### config.mk
export PLATFORM = sky130hd
export DESIGN_NAME = control_mc
export DESIGN_NICKNAME = d
export VERILOG_FILES = /design/src/rtl/control_mc.sv
export SDC_FILE = /design/constraint.sdc
export NUM_CORES = 1
export LEC_CHECK = 0
export ABC_AREA = 1
export BUFFER_PORTS_ARGS = -buffer_cell sky130_fd_sc_hd__buf_4
export CAP_MARGIN = 20
export CORE_MARGIN = 8
export CORE_UTILIZATION = 52
export CTS_CLUSTER_DIAMETER = 120
export DETAILED_ROUTE_END_ITERATION = 10
export HOLD_SLACK_MARGIN = 0.1
export PLACE_DENSITY = 0.85
export SETUP_SLACK_MARGIN = 0.05
export SYNTH_ARGS = -nofsm -noshare
export SYNTH_HDL_FRONTEND = slang
export SYNTH_SLANG_ARGS = --single-unit
### constraint.sdc
create_clock -name clk_i -period 5.35 [get_ports clk_i]
set_clock_uncertainty 0.05 [all_clocks]
set_input_delay 0.535 -clock clk_i [delete_from_list [all_inputs] [get_ports clk_i]]
set_output_delay 0.535 -clock clk_i [all_outputs]
set_load 0.1 [all_outputs]
### src/rtl/control_mc.sv
`default_nettype none
//==============================================================================
// Module   : control_mc
// Brief    : Multi-cycle RV32I control unit; FETCH/EXEC/MEM_WAIT/HALT sequencing
//            of one latched instruction with branch, load/store and fault handling.
// Revision : 1.0 - initial release
//==============================================================================
module control_mc #(
  parameter int HAS_BRANCH  = 1,
  parameter int HAS_MEM     = 1,
  parameter int MEM_TIMEOUT = 16,
  parameter int CNT_W       = 32
) (
  input  logic             clk_i,
  input  logic             rst_i,
  input  logic [31:0]      instr_i,
  input  logic             instr_valid_i,
  input  logic [31:0]      alu_res_i,
  input  logic             mem_ready_i,
  output logic             reg_wr_en_o,
  output logic [4:0]       rd_idx_o,
  output logic [4:0]       rs1_idx_o,
  output logic [4:0]       rs2_idx_o,
  output logic [31:0]      imm_data_o,
  output logic [3:0]       alu_op_o,
  output logic             alu_a_sel_o,
  output logic             alu_b_sel_o,
  output logic             rd_sel_o,
  output logic [31:0]      pc_next_off_o,
  output logic [1:0]       pc_next_sel_o,
  output logic             mem_rd_en_o,
  output logic             mem_wr_en_o,
  output logic             mem_r_sext_o,
  output logic [1:0]       mem_acc_o,
  output logic             illegal_o,
  output logic             fault_o,
  output logic             halted_o,
  output logic             retire_o,
  output logic [CNT_W-1:0] retire_cnt_o
);

  localparam logic [3:0] ALU_OP_ADD = 4'd0;
  localparam logic [3:0] ALU_OP_SUB = 4'd1;
  localparam logic [3:0] ALU_OP_SLL = 4'd2;
  localparam logic [3:0] ALU_OP_LT  = 4'd3;
  localparam logic [3:0] ALU_OP_LTU = 4'd4;
  localparam logic [3:0] ALU_OP_XOR = 4'd5;
  localparam logic [3:0] ALU_OP_SRL = 4'd6;
  localparam logic [3:0] ALU_OP_SRA = 4'd7;
  localparam logic [3:0] ALU_OP_OR  = 4'd8;
  localparam logic [3:0] ALU_OP_AND = 4'd9;
  localparam logic       ALU_A_SEL_RS1 = 1'b0;
  localparam logic       ALU_A_SEL_PC  = 1'b1;
  localparam logic       ALU_B_SEL_RS2 = 1'b0;
  localparam logic       ALU_B_SEL_IMM = 1'b1;
  localparam logic       RD_SEL_ALU = 1'b0;
  localparam logic       RD_SEL_MEM = 1'b1;
  localparam logic [1:0] PC_NEXT_SEL_STALL   = 2'd0;
  localparam logic [1:0] PC_NEXT_SEL_PC_IMM  = 2'd1;
  localparam logic [1:0] PC_NEXT_SEL_RS1_IMM = 2'd2;

  localparam logic [6:0] c_OPC_OP     = 7'b0110011;
  localparam logic [6:0] c_OPC_OPIMM  = 7'b0010011;
  localparam logic [6:0] c_OPC_LUI    = 7'b0110111;
  localparam logic [6:0] c_OPC_AUIPC  = 7'b0010111;
  localparam logic [6:0] c_OPC_JAL    = 7'b1101111;
  localparam logic [6:0] c_OPC_JALR   = 7'b1100111;
  localparam logic [6:0] c_OPC_BRANCH = 7'b1100011;
  localparam logic [6:0] c_OPC_LOAD   = 7'b0000011;
  localparam logic [6:0] c_OPC_STORE  = 7'b0100011;

  // Wait counter only needs to reach MEM_TIMEOUT-1; it free-wraps when timeout is disabled.
  localparam int c_WAIT_W = (MEM_TIMEOUT > 2) ? $clog2(MEM_TIMEOUT) : 1;
  localparam logic [c_WAIT_W-1:0] c_WAIT_LAST = c_WAIT_W'((MEM_TIMEOUT > 0) ? MEM_TIMEOUT - 1 : 0);

  typedef enum logic [2:0] {S_RESET, S_FETCH, S_EXEC, S_MEM_WAIT, S_HALT} state_t;

  state_t              r_state, w_state_nxt;
  logic [31:0]         r_instr;
  logic [c_WAIT_W-1:0] r_wait_cnt;
  logic [CNT_W-1:0]    r_retire_cnt;
  logic                r_illegal, r_fault;

  logic [6:0]  w_opc, w_f7;
  logic [2:0]  w_f3;
  logic [31:0] w_imm_i, w_imm_s, w_imm_b, w_imm_u, w_imm_j;
  logic        w_legal, w_is_mem, w_is_load, w_taken, w_timeout_hit;

  assign w_opc   = r_instr[6:0];
  assign w_f3    = r_instr[14:12];
  assign w_f7    = r_instr[31:25];
  assign w_imm_i = {{20{r_instr[31]}}, r_instr[31:20]};
  assign w_imm_s = {{20{r_instr[31]}}, r_instr[31:25], r_instr[11:7]};
  assign w_imm_b = {{19{r_instr[31]}}, r_instr[31], r_instr[7], r_instr[30:25], r_instr[11:8], 1'b0};
  assign w_imm_u = {r_instr[31:12], 12'b0};
  assign w_imm_j = {{11{r_instr[31]}}, r_instr[31], r_instr[19:12], r_instr[20], r_instr[30:21], 1'b0};
  assign w_taken = (w_f3[2:1] == 2'b00) ? ((alu_res_i == 32'd0) ^ w_f3[0]) : (alu_res_i[0] ^ w_f3[0]);
  assign w_timeout_hit = (MEM_TIMEOUT != 0) && (r_wait_cnt == c_WAIT_LAST);

  function automatic logic [3:0] alu_fn(input logic [2:0] f3, input logic alt);
    case (f3)
      3'b000:  alu_fn = alt ? ALU_OP_SUB : ALU_OP_ADD;
      3'b001:  alu_fn = ALU_OP_SLL;
      3'b010:  alu_fn = ALU_OP_LT;
      3'b011:  alu_fn = ALU_OP_LTU;
      3'b100:  alu_fn = ALU_OP_XOR;
      3'b101:  alu_fn = alt ? ALU_OP_SRA : ALU_OP_SRL;
      3'b110:  alu_fn = ALU_OP_OR;
      default: alu_fn = ALU_OP_AND;
    endcase
  endfunction

  always_comb begin
    w_state_nxt   = r_state;
    reg_wr_en_o   = 1'b0;
    rd_idx_o      = 5'd0;
    rs1_idx_o     = 5'd0;
    rs2_idx_o     = 5'd0;
    imm_data_o    = 32'd0;
    alu_op_o      = ALU_OP_ADD;
    alu_a_sel_o   = ALU_A_SEL_RS1;
    alu_b_sel_o   = ALU_B_SEL_RS2;
    rd_sel_o      = RD_SEL_ALU;
    pc_next_off_o = 32'd4;
    pc_next_sel_o = PC_NEXT_SEL_STALL;
    mem_rd_en_o   = 1'b0;
    mem_wr_en_o   = 1'b0;
    mem_r_sext_o  = 1'b0;
    mem_acc_o     = 2'b00;
    retire_o      = 1'b0;
    w_legal       = 1'b0;
    w_is_mem      = 1'b0;
    w_is_load     = 1'b0;

    // Decode is live in EXEC and kept stable through MEM_WAIT so the address path holds.
    if (r_state == S_EXEC || r_state == S_MEM_WAIT) begin
      rd_idx_o  = r_instr[11:7];
      rs1_idx_o = r_instr[19:15];
      rs2_idx_o = r_instr[24:20];
      case (w_opc)
        c_OPC_OP: begin
          w_legal = (w_f7 == 7'b0000000) ||
                    (w_f7 == 7'b0100000 && (w_f3 == 3'b000 || w_f3 == 3'b101));
          alu_op_o = alu_fn(w_f3, w_f7[5]);
          reg_wr_en_o = 1'b1; pc_next_sel_o = PC_NEXT_SEL_PC_IMM; retire_o = 1'b1;
        end
        c_OPC_OPIMM: begin
          w_legal = (w_f3 == 3'b001) ? (w_f7 == 7'b0000000) :
                    (w_f3 == 3'b101) ? (w_f7 == 7'b0000000 || w_f7 == 7'b0100000) : 1'b1;
          alu_op_o = alu_fn(w_f3, (w_f3 == 3'b101) && w_f7[5]);
          alu_b_sel_o = ALU_B_SEL_IMM; imm_data_o = w_imm_i;
          reg_wr_en_o = 1'b1; pc_next_sel_o = PC_NEXT_SEL_PC_IMM; retire_o = 1'b1;
        end
        c_OPC_LUI, c_OPC_AUIPC: begin
          w_legal = 1'b1;
          rs1_idx_o = 5'd0;
          alu_a_sel_o = (w_opc == c_OPC_AUIPC) ? ALU_A_SEL_PC : ALU_A_SEL_RS1;
          alu_b_sel_o = ALU_B_SEL_IMM; imm_data_o = w_imm_u;
          reg_wr_en_o = 1'b1; pc_next_sel_o = PC_NEXT_SEL_PC_IMM; retire_o = 1'b1;
        end
        c_OPC_JAL, c_OPC_JALR: begin
          w_legal = (w_opc == c_OPC_JAL) || (w_f3 == 3'b000);
          alu_a_sel_o = ALU_A_SEL_PC; alu_b_sel_o = ALU_B_SEL_IMM; imm_data_o = 32'd4;
          pc_next_off_o = (w_opc == c_OPC_JAL) ? w_imm_j : w_imm_i;
          pc_next_sel_o = (w_opc == c_OPC_JAL) ? PC_NEXT_SEL_PC_IMM : PC_NEXT_SEL_RS1_IMM;
          reg_wr_en_o = 1'b1; retire_o = 1'b1;
        end
        c_OPC_BRANCH: begin
          w_legal = (HAS_BRANCH != 0) && (w_f3[2:1] != 2'b01);
          alu_op_o = (w_f3[2:1] == 2'b00) ? ALU_OP_SUB : (w_f3[1] ? ALU_OP_LTU : ALU_OP_LT);
          pc_next_off_o = w_taken ? w_imm_b : 32'd4;
          pc_next_sel_o = PC_NEXT_SEL_PC_IMM; retire_o = 1'b1;
        end
        c_OPC_LOAD, c_OPC_STORE: begin
          w_is_load = (w_opc == c_OPC_LOAD);
          w_is_mem  = 1'b1;
          w_legal = (HAS_MEM != 0) && (w_f3[1:0] != 2'b11) &&
                    (w_is_load ? (w_f3 != 3'b110) : !w_f3[2]);
          alu_b_sel_o = ALU_B_SEL_IMM;
          imm_data_o  = w_is_load ? w_imm_i : w_imm_s;
          mem_rd_en_o = w_is_load; mem_wr_en_o = !w_is_load;
          mem_acc_o = w_f3[1:0]; mem_r_sext_o = !w_f3[2];
        end
        default: w_legal = 1'b0;
      endcase
    end

    case (r_state)
      S_RESET: w_state_nxt = S_FETCH;
      S_FETCH: if (instr_valid_i) w_state_nxt = S_EXEC;
      S_EXEC: begin
        if (!w_legal) begin
          reg_wr_en_o = 1'b0; retire_o = 1'b0; mem_rd_en_o = 1'b0; mem_wr_en_o = 1'b0;
          pc_next_sel_o = PC_NEXT_SEL_STALL; pc_next_off_o = 32'd4;
          w_state_nxt = S_HALT;
        end else begin
          w_state_nxt = w_is_mem ? S_MEM_WAIT : S_FETCH;
        end
      end
      S_MEM_WAIT: begin
        if (mem_ready_i) begin
          retire_o = 1'b1; pc_next_sel_o = PC_NEXT_SEL_PC_IMM; pc_next_off_o = 32'd4;
          if (w_is_load) begin
            reg_wr_en_o = 1'b1; rd_sel_o = RD_SEL_MEM;
          end
          w_state_nxt = S_FETCH;
        end else if (w_timeout_hit) begin
          w_state_nxt = S_HALT;
        end
      end
      S_HALT:  w_state_nxt = S_HALT;
      default: w_state_nxt = S_RESET;
    endcase

    if (rd_idx_o == 5'd0) reg_wr_en_o = 1'b0;
  end

  always_ff @(posedge clk_i) begin
    if (rst_i) begin
      r_state      <= S_RESET;
      r_instr      <= 32'd0;
      r_wait_cnt   <= '0;
      r_retire_cnt <= '0;
      r_illegal    <= 1'b0;
      r_fault      <= 1'b0;
    end else begin
      r_state <= w_state_nxt;
      if (r_state == S_FETCH && instr_valid_i) r_instr <= instr_i;
      if (r_state == S_EXEC) begin
        r_wait_cnt <= '0;
        if (!w_legal) r_illegal <= 1'b1;
      end
      if (r_state == S_MEM_WAIT && !mem_ready_i) begin
        r_wait_cnt <= r_wait_cnt + 1'b1;
        if (w_timeout_hit) r_fault <= 1'b1;
      end
      r_retire_cnt <= r_retire_cnt + CNT_W'(retire_o);
    end
  end

  assign illegal_o    = r_illegal;
  assign fault_o      = r_fault;
  assign halted_o     = (r_state == S_HALT);
  assign retire_cnt_o = r_retire_cnt;

endmodule
`default_nettype wire

# Yosys cells after proc, flatten, opt, wreduce, memory -nomap -nowiden
# Index checks and enable logic that the tools add are counted.
# W data, S select, Z words.
[totals]
ff_bits = 73
in_bits = 68
out_inout_bits = 130
[op_classes]
n_addsub = 2
eq_ne = 26
n_mux = 78
n_bitwise = 3
n_reduce_logical = 30
[ops]
columns = ["op", "n"]
rows = [
  ["$mux W32", 5],
  ["$pmux W32 S2", 2],
  ["$pmux W32 S4", 1],
  ["$pmux W4 S7", 2],
  ["$mux W1", 38],
  ["$add A32 B1 Y32", 1],
  ["$logic_not A32 Y1", 1],
  ["$eq A7 B6 Y1 const B", 4],
  ["$mux W5", 5],
  ["$eq A7 B7 Y1 const B", 3],
  ["$mux W20", 1],
  ["$mux W3", 6],
  ["$pmux W3 S5", 1],
  ["$eq A7 B5 Y1 const B", 2],
  ["$mux W2", 7],
  ["$reduce_or A7 Y1", 2],
  ["$eq A3 B2 Y1 const B", 4],
  ["$eq A3 B3 Y1 const B", 4],
  ["$mux W4", 3],
  ["$pmux W4 S3", 1],
  ["$pmux W2 S2", 2],
  ["$eq A7 B2 Y1 const B", 1],
  ["$logic_not A7 Y1", 1],
  ["$eq A3 B1 Y1 const B", 2],
  ["20 further kinds", 40],
]

# Longest topological paths before layout
# Gate-level depths: netlist of run 1.
[logic_depth]
word_depth = 9
mapped_depth = 25
ltp_nobuf = 24

# Least setup slack after synthesis of run 1
# Ideal clock, no wire load.
[synth_path]
path_type = "register to register"
startpoint = "register r_instr[3]"
endpoint = "register r_retire_cnt[26], in the netlist retire_cnt_o[26]"
setup_ns = 0.131
arrival_time_ns = 3.920
required_ns = 5.169
slack_ns = 1.249
stages_incl_launch_ff = 23
n_path_buf = 1
synth_period_minus_slack_ns = 4.101
cell_sequence = "dfxtp_1 -> inv_2 -> nand2_1 -> nor2_2 -> buf_6 -> nand3_2 -> a21oi_1 -> nor2_1 -> nand2_2 -> o21ai_1 -> nor2_1 -> ha_1 -> nand2_1 -> inv_1 -> nand2_2 -> nor2_4 -> nand2_2 -> nor2_4 -> nand2_2 -> nor2_4 -> nand2_2 -> nor3_2 -> nor3_1"
[synth_between]
elab_chain_len = 8
[synth_rtl]
columns = ["element", "line_no", "source"]
rows = [
  ["start, declared", "79", "logic [31:0] r_instr;"],
  ["start signal, assigned", "228", "if (r_state == S_FETCH && instr_valid_i) r_instr <= instr_i;"],
  ["$eq A7 B2 Y1", "140, 175", ""],
  ["$mux W1", "178", "(w_is_load ? (w_f3 != 3'b110) : !w_f3[2]);"],
  ["$logic_and A1 B1 Y1", "177", "w_legal = (HAS_MEM != 0) && (w_f3[1:0] != 2'b11) &&"],
  ["$pmux W1 S6", "140", "case (w_opc)"],
  ["$mux W1", "136", "if (r_state == S_EXEC || r_state == S_MEM_WAIT) begin"],
  ["$mux W1", "192", "if (!w_legal) begin"],
  ["$pmux W1 S2 (*)", "188", "case (r_state)"],
  ["via retire_o", "38", "output logic retire_o,"],
  ["$add A32 B1 Y32 (*)", "237", "r_retire_cnt <= r_retire_cnt + CNT_W'(retire_o);"],
  ["end signal, assigned", "237", ""],
  ["end, declared", "81", "logic [CNT_W-1:0] r_retire_cnt;"],
]
# The timed path passes the listed nets; every way through them passes the cells marked *.
# A chain may end at the register's enable or synchronous reset.

# Final worst setup path of run 1
[layout_path]
startpoint = "register r_instr[3]"
endpoint = "output pc_next_off_o[21]"
[layout_between]
elab_chain_len = 7
[layout_rtl]
columns = ["element", "line_no", "source"]
rows = [
  ["$eq A7 B2 Y1", "140, 175", ""],
  ["$mux W1", "178", ""],
  ["$logic_and A1 B1 Y1", "177", ""],
  ["$pmux W1 S6", "140", ""],
  ["$mux W1", "136", ""],
  ["$mux W32", "192", ""],
  ["$pmux W32 S2 (*)", "188", ""],
  ["end, declared", "29", "output logic [31:0] pc_next_off_o,"],
]
# Every way passes the cells marked *; elsewhere a longest branch is shown, timed or not.

==> results of run 1 <==
-- metal layers --
layer	track usage [%]	up-vias	wire, um
met5	0	-	0
met4	10.1	0	366
met3	7.09	35	1650
met2	45.2	256	7830
met1	30.0	2475	6300
li1	-	2697	-
-- cells in the final DEF (no fill, tap or decap), drive strengths merged, types with 2 or more instances in the layout --
master,Yosys,final
clkbuf,21,9
a31oi,4,4
nor3,16,16
xnor2,2,2
nand3,26,26
nand2,140,140
dfxtp,73,73
inv,100,104
o21a,2,2
o21ai,75,75
a21oi,84,84
buf,19,199
nand4,11,11
ha,3,3
nor2,148,148
clkinvlp,0,2
nor3b,2,2
-- sequential cells by signal (all words and copies together) (netlist names) --
signal	count
retire_cnt_o	32
r_wait_cnt	4
r_state	3
fault_o	1
r_instr	32
illegal_o	1
-- stage by stage --
step	instance area [um^2]	worst slack, ps
finish	6120	1530
global route	6120	1150
CTS	6120	1580
detailed placement	5910	1920
global placement	5910	2000
floorplan	4490	1250
-- final timing paths --
check / cells after the start / to / slack, ps
worst max register to register: 19 / retire_cnt_o[21] / 1740
worst min register to register: 2 / fault_o / 430
worst max-delay path: 14 / pc_next_off_o[21] / 1530
worst min-delay path: 3 / r_instr[17] / 360
-- area by class of cell --
cell class	count	area, um^2
Clock buffer	9	124
Clock inverter	7	82.6
Fill cell	733	2430
Inverter	100	375
Multi-Input combinational cell	523	2450
Sequential cell	73	1460
Tap cell	108	135
Timing Repair Buffer	199	1490
-- worst max-delay path: stages (launching register included) --
cell	delay [ps]
dfxtp_1	350
inv_2	70
nand2_1	60
nor2_2	360
nand2_1	190
nor2_1	200
nand2_1	80
nand2_1	80
inv_2	30
nand2_2	80
nand2_1	80
nand2_2	90
nand2_1	180
nor2_1	590
buf_4	420
-- report_power, final --
| group | leakage [nW] | total [W] | internal [W] | switching (W) |
|---|---|---|---|---|
| clock network | 0.0988 | 0.000463 | 0.000224 | 0.000239 |
| logic | 2.04 | 0.000315 | 0.0000971 | 0.000218 |
| registers | 0.593 | 0.000636 | 0.000587 | 0.0000482 |
| total | 2.73 | 0.00141 | 0.000908 | 0.000505 |
-- cell families (layout without fill, tap and decap cells) --
group	after synthesis	in the layout	synth area share, %
AND/OR/NAND/NOR	345	345	32.9
AO/OA/AOI/OAI	172	172	20.1
buffers and inverters	140	315	13.1
flip-flops	73	73	32.5
adder cells (fa/ha/maj)	3	3	0.836
XOR/XNOR	3	3	0.585
==> results.md, run 1 <==
- Sequential share of the synthesized area: roughly 33%
- Fin crit period: 3820 ps
- Hold Crit Class: primary input to flop
- Pwr per Cell Area: 231 mW/mm^2
- Largest cells by area after synthesis: dfxtp_1 33%, nor2_1 12%, nand2_1 11%
- Crit path from: r_instr[3]
- DR pass1 iterations: 4
- Number of global-route vias before repair: 5,167
- Least-Margin Pin Slew: 1030 ps
- # nets final: roughly 1,000
- DRT iter0 DRCs: 308
- Max-slew headroom: 31.1%
- FF+latch count, synth: 73
- Via/cell ratio: 5.36
- Gpl congestion: approximately 0.94
- Core Area: between 0.008 and 0.009 mm^2
- Data arrival time of the critical path: 3240 ps
- Peak VDD IR: about 0.19 mV
- Die X-Extent: 109 um
- PortBufs: 197
- Post-synth EDFFs: 0
- Number of synthesis warnings: 0
- Design Power: 0.00141 W
- Final setup vio count: 0
- Largest net degree at the start of global routing: 53
- Die Height: 109 um
- Row count: 34
- Clk Latency, worst-skew pair: 350 ps
- Status: complete, no violations
- Post-Place Cells: 1,003
- Synth Cell Area: 0.00449 mm^2
- Fin cells: 1,019
- Synth area leader: dfxtp_1
- Clk sinks: 73
- Layout cells sized above 1: 27.9%
- Synth cell types: 37
- Dpl hpwl: 12.7 mm
- Leakage: 2.73 nW
- Hold buffers post-CTS: 0
- Hold_ws: about 360 ps
- Startpoint Class: flop
- Synth-to-layout area growth: 36.2%
- Top_reg_cell synth: dfxtp_1
- Post-layout util: 71.6%
- Max Cap Viol: 0
- Post-route ant nets: 0
- TritonCTS buffer count: 9
- Clock Path Buffers: 2
- Final WL: between 15 and 20 mm
- CP max FO: 12
- DRC Markers: 0
- Crit end category: output pin
- Async set-or-reset flop fraction in the synthesized netlist: 0%
- Cell count after synthesis: 736
- HP Start: instr_i[17]
- Fin. Hold Viols: 0
- Initial Utilization: 52.5%
- CTS H-tree depth: 3
- Mapped Nets: 807
- CTS tree: built
- Total negative setup slack: 0 ps
- Fmax: roughly 260 MHz
- Top-count cell post-synth: nor2_1
- Slew Viols, Final: 0
- Crit path kind: flop to output pin
- Grt total ovfl: 0
- All-Layer GR Usage: 26.1%
- Clk pin slew, worst setup/hold paths: about 90 ps
- Synth top cells by count: 138 x nor2_1, 131 x nand2_1, 87 x inv_1, 83 x a21oi_1, 73 x dfxtp_1
- Die Area: between 0.01 and 0.015 mm^2
- Fin crit share: 71.4%
- PostCTS Resize Cnt: 0
- RSZ-0062 raised after global routing: false
- Ant. Diodes: 0
- Vias: about 5,500
- Io pins: roughly 200
- Worst EP required: roughly 4800 ps
- Root Buffer: clkbuf_8
- Yosys top cell area share: 32.5%
- Mean Syn Cell Area: around 6.1 um^2
- First-pass GRT wire length: 25.0 mm
- WL per Instance: 15.9 um
- FF-to-FF Start: r_instr[3]
- Initial antenna violation count: 0
- Setup bufs post-CTS: 0
(Power assumes the default switching activity.)
==> run 2, diff against run 1 <==
--- a/config.mk
+++ b/config.mk
@@ -5,15 +5,15 @@
 export SDC_FILE = /design/constraint.sdc
 export NUM_CORES = 1
 export LEC_CHECK = 0
-export ABC_AREA = 1
+export ABC_AREA = 0
 export BUFFER_PORTS_ARGS = -buffer_cell sky130_fd_sc_hd__buf_4
 export CAP_MARGIN = 20
 export CORE_MARGIN = 8
-export CORE_UTILIZATION = 52
+export CORE_UTILIZATION = 43
 export CTS_CLUSTER_DIAMETER = 120
 export DETAILED_ROUTE_END_ITERATION = 10
 export HOLD_SLACK_MARGIN = 0.1
-export PLACE_DENSITY = 0.85
+export PLACE_DENSITY = 0.75
 export SETUP_SLACK_MARGIN = 0.05
 export SYNTH_ARGS = -nofsm -noshare
 export SYNTH_HDL_FRONTEND = slang
==> constraint.sdc (replaced) <==
create_clock -name clk_i -period 3.3 [get_ports clk_i]
set_clock_uncertainty 0.05 [all_clocks]
set_input_delay 0.33 -clock clk_i [delete_from_list [all_inputs] [get_ports clk_i]]
set_output_delay 0.33 -clock clk_i [all_outputs]
set_load 0.1 [all_outputs]
==> run 2 against run 1 <==
Compared with the run above: worst hold slack worse by 200 ps; final cell count is 8.5% lower; sequential share of layout area shrank 1.2 points; global-route usage shrank 2.9 points; critical endpoint is now pc_next_off_o[20].
==> results.md, run 2 <==
- RSZ-0062 raised after global routing: true
- Pwr per Cell Area: 293 mW/mm^2 (+27%)
- Sequential share of the synthesized area: 33.4% (+0.87 points)
- Crit path kind: flop to output pin
- Crit-path cells: or4_1 > o32ai_2 > o311ai_1 > o211ai_2 > buf_4 > a21o_4 > and3_4 > buf_4
- CTS tree: built
- Cell family with most CP delay: simple AND/OR/NAND/NOR gates
- HP Start: instr_i[27]
- Mapped Nets: 679 (-16%)
- Post-Synth Simple-Gate Area: 35.5% (+2.7 points)
- Compound-Gate Fraction of Synth Area: 17.2% (-2.9 points)
- Xor/xnor share of the synthesized area: 5.81% (+5.2 points)
- TritonCTS buffer count: 9 (unchanged)
- Yosys top cell area share: 33.4% (+0.87 points)
- Synth top cells by count: 129 x nand2_1, 73 x dfxtp_1, 69 x nor2_1, 67 x a21oi_1, 29 x clkbuf_1
- DRT iter0 DRCs: 317 (+2.9%)
- DRC Markers: 0 (unchanged)
- Initial Utilization: 43.3% (-9.2 points)
- Fin. Hold Viols: 0 (unchanged)
- Fill count: 887 (+21%)
- Leakage: 2.62 nW (-3.9%)
- Row count: 37 (+8.8%)
- FF-to-FF Start: r_instr[27]
- Async set-or-reset flop fraction in the synthesized netlist: 0% (unchanged)
- R2R Path End: retire_cnt_o[26]
- Io pins: 198 (unchanged)
- Worst slack, placed: 81.3 ps (-1840 ps)
- WL per Instance: 17.6 um (+11%)
- Data arrival time of the critical path: 2740 ps (-500 ps)
- Most frequent CP cell: buf_4
- Core Area: 0.0101 mm^2 (+18%)
- Hold buffers post-CTS: 0 (unchanged)
- Layout cells sized above 1: 39.2% (+11 points)
- Grt total ovfl: 0 (unchanged)
- Post-layout util: 64.1% (-7.5 points)
- CP max FO: 12 (unchanged)
- Root Buffer: clkbuf_8
- Final WL: 16.4 mm (+1.6%)
- First-pass GRT wire length: 24.9 mm (-0.50%)
- Worst Hold Path Cells: 3 (unchanged)
- Dpl hpwl: 12.6 mm (-0.93%)
- Post-Place Cells: 914 (-8.9%)
- Hold Crit Class: primary input to flop
- Least-Margin Pin Slew: 762 ps (-271 ps)
- Largest family of logic cells by synthesized area: simple AND/OR/NAND/NOR gates
- Buffers & Inverters on Critical Path: 2 (-1)
- Worst EP required: 2920 ps (-1840 ps)
- Crit path from: r_instr[27]
- Clock Path Buffers: 2 (unchanged)
- Vias: 5,095 (-6.7%)
- DR pass1 iterations: 5 (+1)
- Synth cell types: 57 (+54%)
- Synth Cell Area: 0.00437 mm^2 (-2.6%)
- Top-count cell post-synth: nand2_1
- Top_reg_cell synth: dfxtp_1
- Largest net degree at the start of global routing: 75 (+42%)
- Peak VDD IR: 0.263 mV (+37%)
- Fmax: 321 MHz
- Slew Viols, Final: 0 (unchanged)
- Hold Path End: r_instr[27]
- Hold_ws: 157 ps (-202 ps)
- Clk Latency, worst-skew pair: 360 ps (about the same)
- Gpl congestion: 0.900 (-4.2%)
- Post-route ant nets: 0 (unchanged)
- Adder-cell share of the synthesized area: 0.858% (+0.022 points)
- Crit end category: output pin
- Fin crit period: 3120 ps
- Initial antenna violation count: 0 (unchanged)
- Clk sinks: 73 (unchanged)
- Largest cells by area after synthesis: dfxtp_1 33%, nand2_1 11%, a21oi_1 7.7%
- Die Area: 0.0137 mm^2 (+15%)
- Number of synthesis warnings: 0 (unchanged)
- # nets final: 862 (-12%)
- Max-slew headroom: 48.9% (+18 points)
- Die Height: 117 um (+7.3%)
- Clk pin slew, worst setup/hold paths: 80 ps (about the same)
- Ant. Diodes: 0 (unchanged)
- Synth-to-layout area growth: 47.8%
- Cell count after synthesis: 608 (-17%)
- Synth area leader: dfxtp_1
- Startpoint Class: flop
- Number of global-route vias before repair: 4,930 (-4.6%)
- Setup ws final: 181 ps (-1350 ps)
- Post-synth EDFFs: 0 (unchanged)
- Mean Syn Cell Area: 7.19 um^2 (+18%)
- FF+latch count, synth: 73 (unchanged)
- Final setup vio count: 0 (unchanged)
- Most common cell after layout, fill and taps aside: buf_4
- CP max-delay cell: or4_1
- Via/cell ratio: 5.47 (+2.0%)
- PortBufs: 197 (unchanged)
- Commonest cells after routing, fill and taps aside: 219 x buf_4, 127 x nand2_1, 71 x dfxtp_1, 62 x nor2_1, 47 x a21oi_1
- Max Cap Viol: 0 (unchanged)
- All-Layer GR Usage: 23.3% (-2.9 points)
- Fin crit share: 94.5%
- CTS H-tree depth: 3 (unchanged)
- Status: complete, no violations
- Reg2Reg Setup Slack: 210 ps (-1530 ps)
- Worst r2r path cells: 11 (-8)
- Die X-Extent: 117 um (+7.3%)
- Post-synthesis mux area share: 0.458% (+0.46 points)
- Fin cells: 932 (-8.5%)
- Crit path largest cell delay: 530 ps (-60 ps)
-- run 2: changes by cell type after synthesis, moves of 11 or more --
cell,previous run,this run
and2_1,0,12
xor2_1,1,20
o21ai_0,70,13
inv_2,13,0
a21oi_1,83,67
nor2_1,138,69
and3_1,1,17
nor4_1,0,11
inv_1,87,12
-- run 2: area by class of cell --
class / count / area (um^2) / area share [%]
Timing Repair Buffer: 221 / 1670 / 25.8
Clock inverter: 3 / 23.8 / 0.368
Inverter: 12 / 45.0 / 0.697
Sequential cell: 73 / 1460 / 22.6
Multi-Input combinational cell: 474 / 2920 / 45.2
Tap cell: 136 / 170 / 2.63
Clock buffer: 13 / 169 / 2.61
-- run 2: cells by family after synthesis --
group | after synthesis
flops | 73
buf+inv | 61
simple gates | 319
xor+xnor | 29
compound gates | 121
fa+ha+maj | 3
mux | 2
-- run 2: what timing repair did --
action / in CTS / in global routing
setup endpoints to repair: 0 / 30
gates resized for setup: 0 / 10
buffers inserted: 0 / 1
-- run 2: where the power goes --
part,leakage (nW),internal (W),total (W),switching (W)
sequential,0.592,0.000906,0.000944,0.0000383
clock,0.0919,0.000336,0.000687,0.000351
combinational,1.94,0.000111,0.000260,0.000150
-- run 2: per-stage QoR --
stage	power, W	area [um^2]	TNS (ps)
floorplan	0.00110	4630	-8220
global placement	0.00121	6210	0
detailed placement	0.00122	6210	0
CTS	0.00190	6410	0
global route	0.00197	6470	0
finish	0.00189	6470	0
-- run 2: layer usage --
layer / part of all wire (%) / track usage (%) / wire length [um]
met1: 39 / 25.0 / 6330
met2: 49 / 42.2 / 8100
met3: 9.6 / 6.62 / 1580
met4: 2.5 / 9.04 / 408
met5: 0 / 0 / 0
-- run 2: worst reg2reg max path, delay by kind of cell, from the launching register on --
family	cells	cell delay, ps
flops	1	340
compound gates	4	640
simple gates	6	1790
fa+ha+maj	1	200
-- run 2: worst max-delay path by stage --
stage                         to  slack [ps]  depth (start not counted)
2_1_floorplan   retire_cnt_o[29]        -590                         13
3_5_place_dp    retire_cnt_o[28]          80                         11
5_1_grt         retire_cnt_o[26]          10                         11
6_report       pc_next_off_o[20]         180                          8
4_1_cts         retire_cnt_o[28]          60                         11
3_3_place_gp    retire_cnt_o[28]         180                         11
